[src/rtl/uart_core.sv]
// uart_core: single-clock UART transceiver.
// A clock-enable tick generator paces both directions. TX takes bytes
// through a valid/ready handshake. RX oversamples the line, validates the
// start bit and reports parity and framing errors. Loopback routes the
// internal TX stream into RX and parks the txd pin high.

module uart_core #(
    parameter int CLK_FREQ    = 100_000_000,
    parameter int BAUD_RATE   = 9_600,
    parameter int DATA_WIDTH  = 8,
    parameter int PARITY_MODE = 0,
    parameter int STOP_WIDTH  = 1,
    parameter int OVERSAMPLE  = 16
) (
    input  logic                  clk,
    input  logic                  rst_n,
    input  logic [DATA_WIDTH-1:0] tx_data,
    input  logic                  tx_valid,
    output logic                  tx_ready,
    output logic                  txd,
    input  logic                  rxd,
    input  logic                  loopback,
    output logic [DATA_WIDTH-1:0] rx_data,
    output logic                  rx_valid,
    output logic                  rx_parity_err,
    output logic                  rx_frame_err
);

    localparam int DIV_RAW = CLK_FREQ / (BAUD_RATE * OVERSAMPLE);
    localparam int DIV     = (DIV_RAW < 1) ? 1 : DIV_RAW;
    localparam int DIV_W   = (DIV > 1) ? $clog2(DIV) : 1;
    localparam int CNT_W   = $clog2(OVERSAMPLE);
    localparam int BIT_W   = $clog2(DATA_WIDTH);

    localparam logic [DIV_W-1:0] DIV_LAST  = DIV_W'(DIV - 1);
    localparam logic [CNT_W-1:0] BIT_LAST  = CNT_W'(OVERSAMPLE - 1);
    localparam logic [CNT_W-1:0] HALF_LAST = CNT_W'(OVERSAMPLE / 2 - 1);
    localparam logic [BIT_W-1:0] DATA_LAST = BIT_W'(DATA_WIDTH - 1);
    localparam logic             STOP_LAST  = (STOP_WIDTH == 2);
    localparam logic             HAS_PARITY = (PARITY_MODE != 0);
    localparam logic             ODD_PARITY = (PARITY_MODE == 1);

    typedef enum logic [2:0] {
        TX_IDLE,
        TX_START,
        TX_DATA,
        TX_PARITY,
        TX_STOP
    } tx_state_t;

    typedef enum logic [2:0] {
        RX_IDLE,
        RX_START,
        RX_DATA,
        RX_PARITY,
        RX_STOP
    } rx_state_t;

    // ------------------------------------------------------------------
    // Tick generator
    // ------------------------------------------------------------------
    logic [DIV_W-1:0] div_cnt;
    logic             tick;

    assign tick = (div_cnt == DIV_LAST);

    // Free-running divider; never restarted by either FSM.
    always_ff @(posedge clk or negedge rst_n) begin
        if (!rst_n) begin
            div_cnt <= '0;
        end else if (tick) begin
            div_cnt <= '0;
        end else begin
            div_cnt <= div_cnt + 1'b1;
        end
    end

    // ------------------------------------------------------------------
    // Transmitter
    // ------------------------------------------------------------------
    tx_state_t             tx_state;
    logic [CNT_W-1:0]      tx_cnt;
    logic [BIT_W-1:0]      tx_bit;
    logic                  tx_stop;
    logic                  tx_par;
    logic [DATA_WIDTH-1:0] tx_shift;
    logic                  tx_line;
    logic                  tx_bit_end;

    assign tx_bit_end = tick && (tx_cnt == BIT_LAST);
    assign txd        = loopback ? 1'b1 : tx_line;

    // TX FSM: one bit period is OVERSAMPLE ticks, counted on the shared tick.
    always_ff @(posedge clk or negedge rst_n) begin
        if (!rst_n) begin
            tx_state <= TX_IDLE;
            tx_cnt   <= '0;
            tx_bit   <= '0;
            tx_stop  <= 1'b0;
            tx_par   <= 1'b0;
            tx_shift <= '0;
            tx_line  <= 1'b1;
            tx_ready <= 1'b1;
        end else begin
            if (tx_state != TX_IDLE && tick) begin
                tx_cnt <= tx_bit_end ? '0 : tx_cnt + 1'b1;
            end
            case (tx_state)
                TX_IDLE: begin
                    if (tx_valid && tx_ready) begin
                        tx_shift <= tx_data;
                        tx_par   <= ODD_PARITY ? ~^tx_data : ^tx_data;
                        tx_cnt   <= '0;
                        tx_line  <= 1'b0;
                        tx_ready <= 1'b0;
                        tx_state <= TX_START;
                    end
                end
                TX_START: begin
                    if (tx_bit_end) begin
                        tx_line  <= tx_shift[0];
                        tx_shift <= tx_shift >> 1;
                        tx_bit   <= '0;
                        tx_state <= TX_DATA;
                    end
                end
                TX_DATA: begin
                    if (tx_bit_end) begin
                        if (tx_bit == DATA_LAST) begin
                            if (HAS_PARITY) begin
                                tx_line  <= tx_par;
                                tx_state <= TX_PARITY;
                            end else begin
                                tx_line  <= 1'b1;
                                tx_stop  <= 1'b0;
                                tx_state <= TX_STOP;
                            end
                        end else begin
                            tx_bit   <= tx_bit + 1'b1;
                            tx_line  <= tx_shift[0];
                            tx_shift <= tx_shift >> 1;
                        end
                    end
                end
                TX_PARITY: begin
                    if (tx_bit_end) begin
                        tx_line  <= 1'b1;
                        tx_stop  <= 1'b0;
                        tx_state <= TX_STOP;
                    end
                end
                TX_STOP: begin
                    if (tx_bit_end) begin
                        if (tx_stop == STOP_LAST) begin
                            tx_ready <= 1'b1;
                            tx_state <= TX_IDLE;
                        end else begin
                            tx_stop <= 1'b1;
                        end
                    end
                end
                default: begin
                    tx_line  <= 1'b1;
                    tx_ready <= 1'b1;
                    tx_state <= TX_IDLE;
                end
            endcase
        end
    end

    // ------------------------------------------------------------------
    // Receiver
    // ------------------------------------------------------------------
    logic                  rx_line;
    logic                  rx_meta;
    logic                  rx_sync;
    logic                  rx_prev;
    rx_state_t             rx_state;
    logic [CNT_W-1:0]      rx_cnt;
    logic [BIT_W-1:0]      rx_bit;
    logic                  rx_stop;
    logic                  rx_perr;
    logic                  rx_ferr;
    logic [DATA_WIDTH-1:0] rx_shift;
    logic                  rx_half;
    logic                  rx_full;

    assign rx_line = loopback ? tx_line : rxd;
    assign rx_half = tick && (rx_cnt == HALF_LAST);
    assign rx_full = tick && (rx_cnt == BIT_LAST);

    // Two-flop synchroniser plus a history flop for falling-edge detection.
    always_ff @(posedge clk or negedge rst_n) begin
        if (!rst_n) begin
            rx_meta <= 1'b1;
            rx_sync <= 1'b1;
            rx_prev <= 1'b1;
        end else begin
            rx_meta <= rx_line;
            rx_sync <= rx_meta;
            rx_prev <= rx_sync;
        end
    end

    // RX FSM: validate start at half a bit, then sample every full bit period.
    always_ff @(posedge clk or negedge rst_n) begin
        if (!rst_n) begin
            rx_state      <= RX_IDLE;
            rx_cnt        <= '0;
            rx_bit        <= '0;
            rx_stop       <= 1'b0;
            rx_perr       <= 1'b0;
            rx_ferr       <= 1'b0;
            rx_shift      <= '0;
            rx_data       <= '0;
            rx_valid      <= 1'b0;
            rx_parity_err <= 1'b0;
            rx_frame_err  <= 1'b0;
        end else begin
            rx_valid <= 1'b0;
            if (rx_state != RX_IDLE && tick) begin
                if (rx_state == RX_START) begin
                    rx_cnt <= rx_half ? '0 : rx_cnt + 1'b1;
                end else begin
                    rx_cnt <= rx_full ? '0 : rx_cnt + 1'b1;
                end
            end
            case (rx_state)
                RX_IDLE: begin
                    if (rx_prev && !rx_sync) begin
                        rx_cnt   <= '0;
                        rx_state <= RX_START;
                    end
                end
                RX_START: begin
                    if (rx_half) begin
                        if (rx_sync) begin
                            rx_state <= RX_IDLE;
                        end else begin
                            rx_bit   <= '0;
                            rx_stop  <= 1'b0;
                            rx_perr  <= 1'b0;
                            rx_ferr  <= 1'b0;
                            rx_state <= RX_DATA;
                        end
                    end
                end
                RX_DATA: begin
                    if (rx_full) begin
                        rx_shift <= {rx_sync, rx_shift[DATA_WIDTH-1:1]};
                        if (rx_bit == DATA_LAST) begin
                            rx_state <= HAS_PARITY ? RX_PARITY : RX_STOP;
                        end else begin
                            rx_bit <= rx_bit + 1'b1;
                        end
                    end
                end
                RX_PARITY: begin
                    if (rx_full) begin
                        rx_perr  <= rx_sync != (ODD_PARITY ? ~^rx_shift : ^rx_shift);
                        rx_state <= RX_STOP;
                    end
                end
                RX_STOP: begin
                    if (rx_full) begin
                        if (rx_stop == STOP_LAST) begin
                            rx_data       <= rx_shift;
                            rx_parity_err <= rx_perr;
                            rx_frame_err  <= rx_ferr | ~rx_sync;
                            rx_valid      <= 1'b1;
                            rx_state      <= RX_IDLE;
                        end else begin
                            rx_ferr <= rx_ferr | ~rx_sync;
                            rx_stop <= 1'b1;
                        end
                    end
                end
                default: begin
                    rx_state <= RX_IDLE;
                end
            endcase
        end
    end

endmodule

[config.mk]
export PLATFORM = sky130hd
export DESIGN_NAME = uart_core
export DESIGN_NICKNAME = d
export VERILOG_FILES = /design/src/rtl/uart_core.sv
export SDC_FILE = /design/constraint.sdc
export NUM_CORES = 1
export LEC_CHECK = 0
export CAP_MARGIN = 20
export CELL_PAD_IN_SITES_DETAIL_PLACEMENT = 0
export CELL_PAD_IN_SITES_GLOBAL_PLACEMENT = 1
export CORE_MARGIN = 4
export CORE_UTILIZATION = 32
export DETAILED_ROUTE_END_ITERATION = 7
export DONT_BUFFER_PORTS = 1
export GPL_TIMING_DRIVEN = 0
export HOLD_SLACK_MARGIN = 0.08
export PLACE_DENSITY = 0.56
export SKIP_CTS_REPAIR_TIMING = 1
export SYNTH_ARGS = -nofsm -noshare
export SYNTH_HDL_FRONTEND = slang
export SYNTH_SLANG_ARGS = --single-unit
export TNS_END_PERCENT = 50
[constraint.sdc]
create_clock -name clk -period 2.7 [get_ports clk]
set_input_delay 0.54 -clock clk [delete_from_list [all_inputs] [get_ports clk]]
set_output_delay 0.54 -clock clk [all_outputs]
set_load 0.02 [all_outputs]
==> flow_summary.yaml <==
worst_setup_path:
  cp_data_arrival_time_ps: 2710
  path_max_fanout: 8
  crit_path_end_kind: "flop"
  required_ps: 2930
  crit_type: "reg -> reg"
  setup.worst_path.start_class: "flop"
global_routing:
  antenna_found_initial: 0
  grt_max_degree: 65
  grt.total_usage_pct: 11.7
  grt_pass1_wl_um: 10500
  grt_pass1_vias: 2159
  grt_overflow: 0
final_layout:
  diodes: 0
  nFillCells: 958
  multi_input_area_mm2: 0.00140
  regArea_mm2: 0.00161
  area_delta_synth_final_pct: 13.2
  post_route_cells_drive_above_1_share_pct: 16.9
  final_util_pct: 37.4
  layout.nets: 318
timing:
  fin_setup_tns_ps: 0
  final_max_slew_viol_count: 0
  fin_crit_ps: 2480
  final-hold-violation-count: 0
  grt_setup_unrepaired: "false"
  holdWs_ps: 347
  worst_pin_slew_ps: 728
  finalClockSkew_ps: 10.4
  setup_viol: 0
  maxSlewHeadroom_pct: 51.3
  fin_crit_sh_pct: 91.7
  fmax_mhz: 404
logic_synthesis:
  ys_ff_latch: 64
  netlist_area_mm2: 0.00307
  synth_largest_area_cell: "dfrtp_1"
  yosysWarningCount: 0
  seq_area_frac_synth_pct: 52.4
  synthMostInstantiatedCell: "dfrtp_1"
  yosys-top-cells-count: "dfrtp_1, nand2_1, o21ai_0"
  synth_flop_cell: "dfrtp_1"
  yosysUniqueCellTypes: 42
  async_flop_share_pct: 100
  yosysTopAreaCellShare_pct: 48.1
  synth.avg_cell_area_um2: 10.8
  synthCells: 284
  synth_edf_count: 0
  synth.top_cells.by_area: "dfrtp_1, mux2_2, xnor2_1"
  synth_nets: 305
status:
  status: "complete, no violations"
clock_tree:
  cts_tree: "yes"
  cts_num_sinks: 64
  path_clk_slew_ps: 80
  cts_buffers: 9
  htree_levels: 3
  clock_latency_ps: 350
  cts_buffer_depth: 2
  cts_root_buffer: "clkbuf_8"
die:
  die_h_um: 106
  ioPinCount: 26
  core-area_mm2: 0.00928
  die_w_um: 106
  rows: 35
  dieArea_mm2: 0.0112
  start_util_pct: 33.1
power:
  power_density_mw_per_mm2: 543
  power.leakage_uw: 0.00156
  finalPower_uw: 1890
  ir_drop_mv: 0.229
drt:
  finalWirelength_um: 6100
  antenna_left: 0
  viasPerCell: 4.86
  drc: 0
  initialDrtViolationCount: 74
  drtPass1Iterations: 4
  wire_per_inst_um: 14.2
  via_count: 2096
place:
  gp_congestion: 0.706
  place.detailed.hpwl_um: 4000
  port_buffers: 0
worst_hold_path:
  min_path_type: "in -> reg"
job:
  cap_violations: 0
## sequential cells by signal, indices dropped and copies added, names as in the netlist, 3 cells and up
name,flops
rx_cnt,4
tx_shift,8
tx_state,3
rx_state,3
tx_cnt,4
rx_data,8
rx_shift,8
tx_bit,3
rx_bit,3
div_cnt,10
## cells by family (layout without fill, tap and decap cells)
logic type / Yosys count / in the layout / share of synthesized area [%]
multiplexers: 26 / 26 / 9.25
AND/OR/NAND/NOR: 99 / 99 / 17.0
adder cells (fa/ha/maj): 8 / 8 / 3.26
flip-flops: 64 / 64 / 52.4
AO/OA/AOI/OAI: 51 / 51 / 10.2
XOR/XNOR: 21 / 21 / 5.99
buffers and inverters: 15 / 33 / 1.92
## where the power goes
| part | internal, uW | switching [uW] | leakage (uW) |
|---|---|---|---|
| Combinational | 20.6 | 41.8 | 0.000608 |
| Clock | 436 | 421 | 0.000100 |
| Sequential | 965 | 2.39 | 0.000848 |
| Total | 1420 | 465 | 0.00156 |
## layout make-up
| type | count | share of cell area, % |
|---|---|---|
| clock buffer | 9 | 3.57 |
| sequential | 64 | 46.3 |
| tap | 129 | 4.65 |
| timing repair buffer | 2 | 1.08 |
| multi-input combinational | 205 | 40.4 |
| buffer | 10 | 1.15 |
| clock inverter | 7 | 2.34 |
| inverter | 5 | 0.540 |
## through the flow
step           std cells  worst slack, ps  instance area [um^2]
2_1_floorplan        284              519                  3070
3_3_place_gp         413              243                  3230
3_5_place_dp         413              208                  3230
4_1_cts              429              180                  3440
5_1_grt              431             78.4                  3470
6_report             431              223                  3470
## placed cells by master, fill, tap and decap left out, types with 2 or more instances in the layout
master	instances
xor2_1	5
ha_1	8
or2_2	2
clkinv_4	4
o22ai_1	2
nor3b_1	2
o21a_1	3
nand2b_1	4
and2_1	2
nand3_1	16
inv_1	5
clkbuf_1	8
nor4_4	2
dfstp_2	5
dfrtp_1	59
a22oi_1	2
o21ai_0	25
nor2_1	24
a21oi_1	7
clkbuf_8	9
o41ai_1	2
or3_1	4
o32ai_1	3
nor2b_1	2
nand2_1	26
buf_2	2
mux2i_1	7
and3_1	4
nor3_1	4
a22o_1	2
mux2_2	19
xnor2_1	16
## critical path: stages, from the launching register on
cell and delay, ps:
dfrtp_1 430, or4b_4 620, nor3_2 530, a31oi_1 140, or3_1 380, mux2_2 280
## final timing paths
path,from,endpoint,slack (ps),cells past startpoint
max in group asynchronous,rst_n,tx_ready,1620,2
max reg2reg,div_cnt[5],rx_bit[0],220,5
max,div_cnt[5],rx_bit[0],220,5
min,tx_data[7],tx_shift[7],350,2
min in group asynchronous,rst_n,rx_state[0],770,2
min reg2reg,rx_meta,rx_sync,360,0
## per-layer routing
layer / global-route usage (%) / wire length [um] / vias to the layer above
li1: - / - / 1032
met1: 15.6 / 3070 / 1024
met4: 4.44 / 87 / 0
met5: 0 / 0 / -
met3: 4.80 / 319 / 8
met2: 16.9 / 2620 / 32
Note: power is estimated with default switching activity, not from simulation.
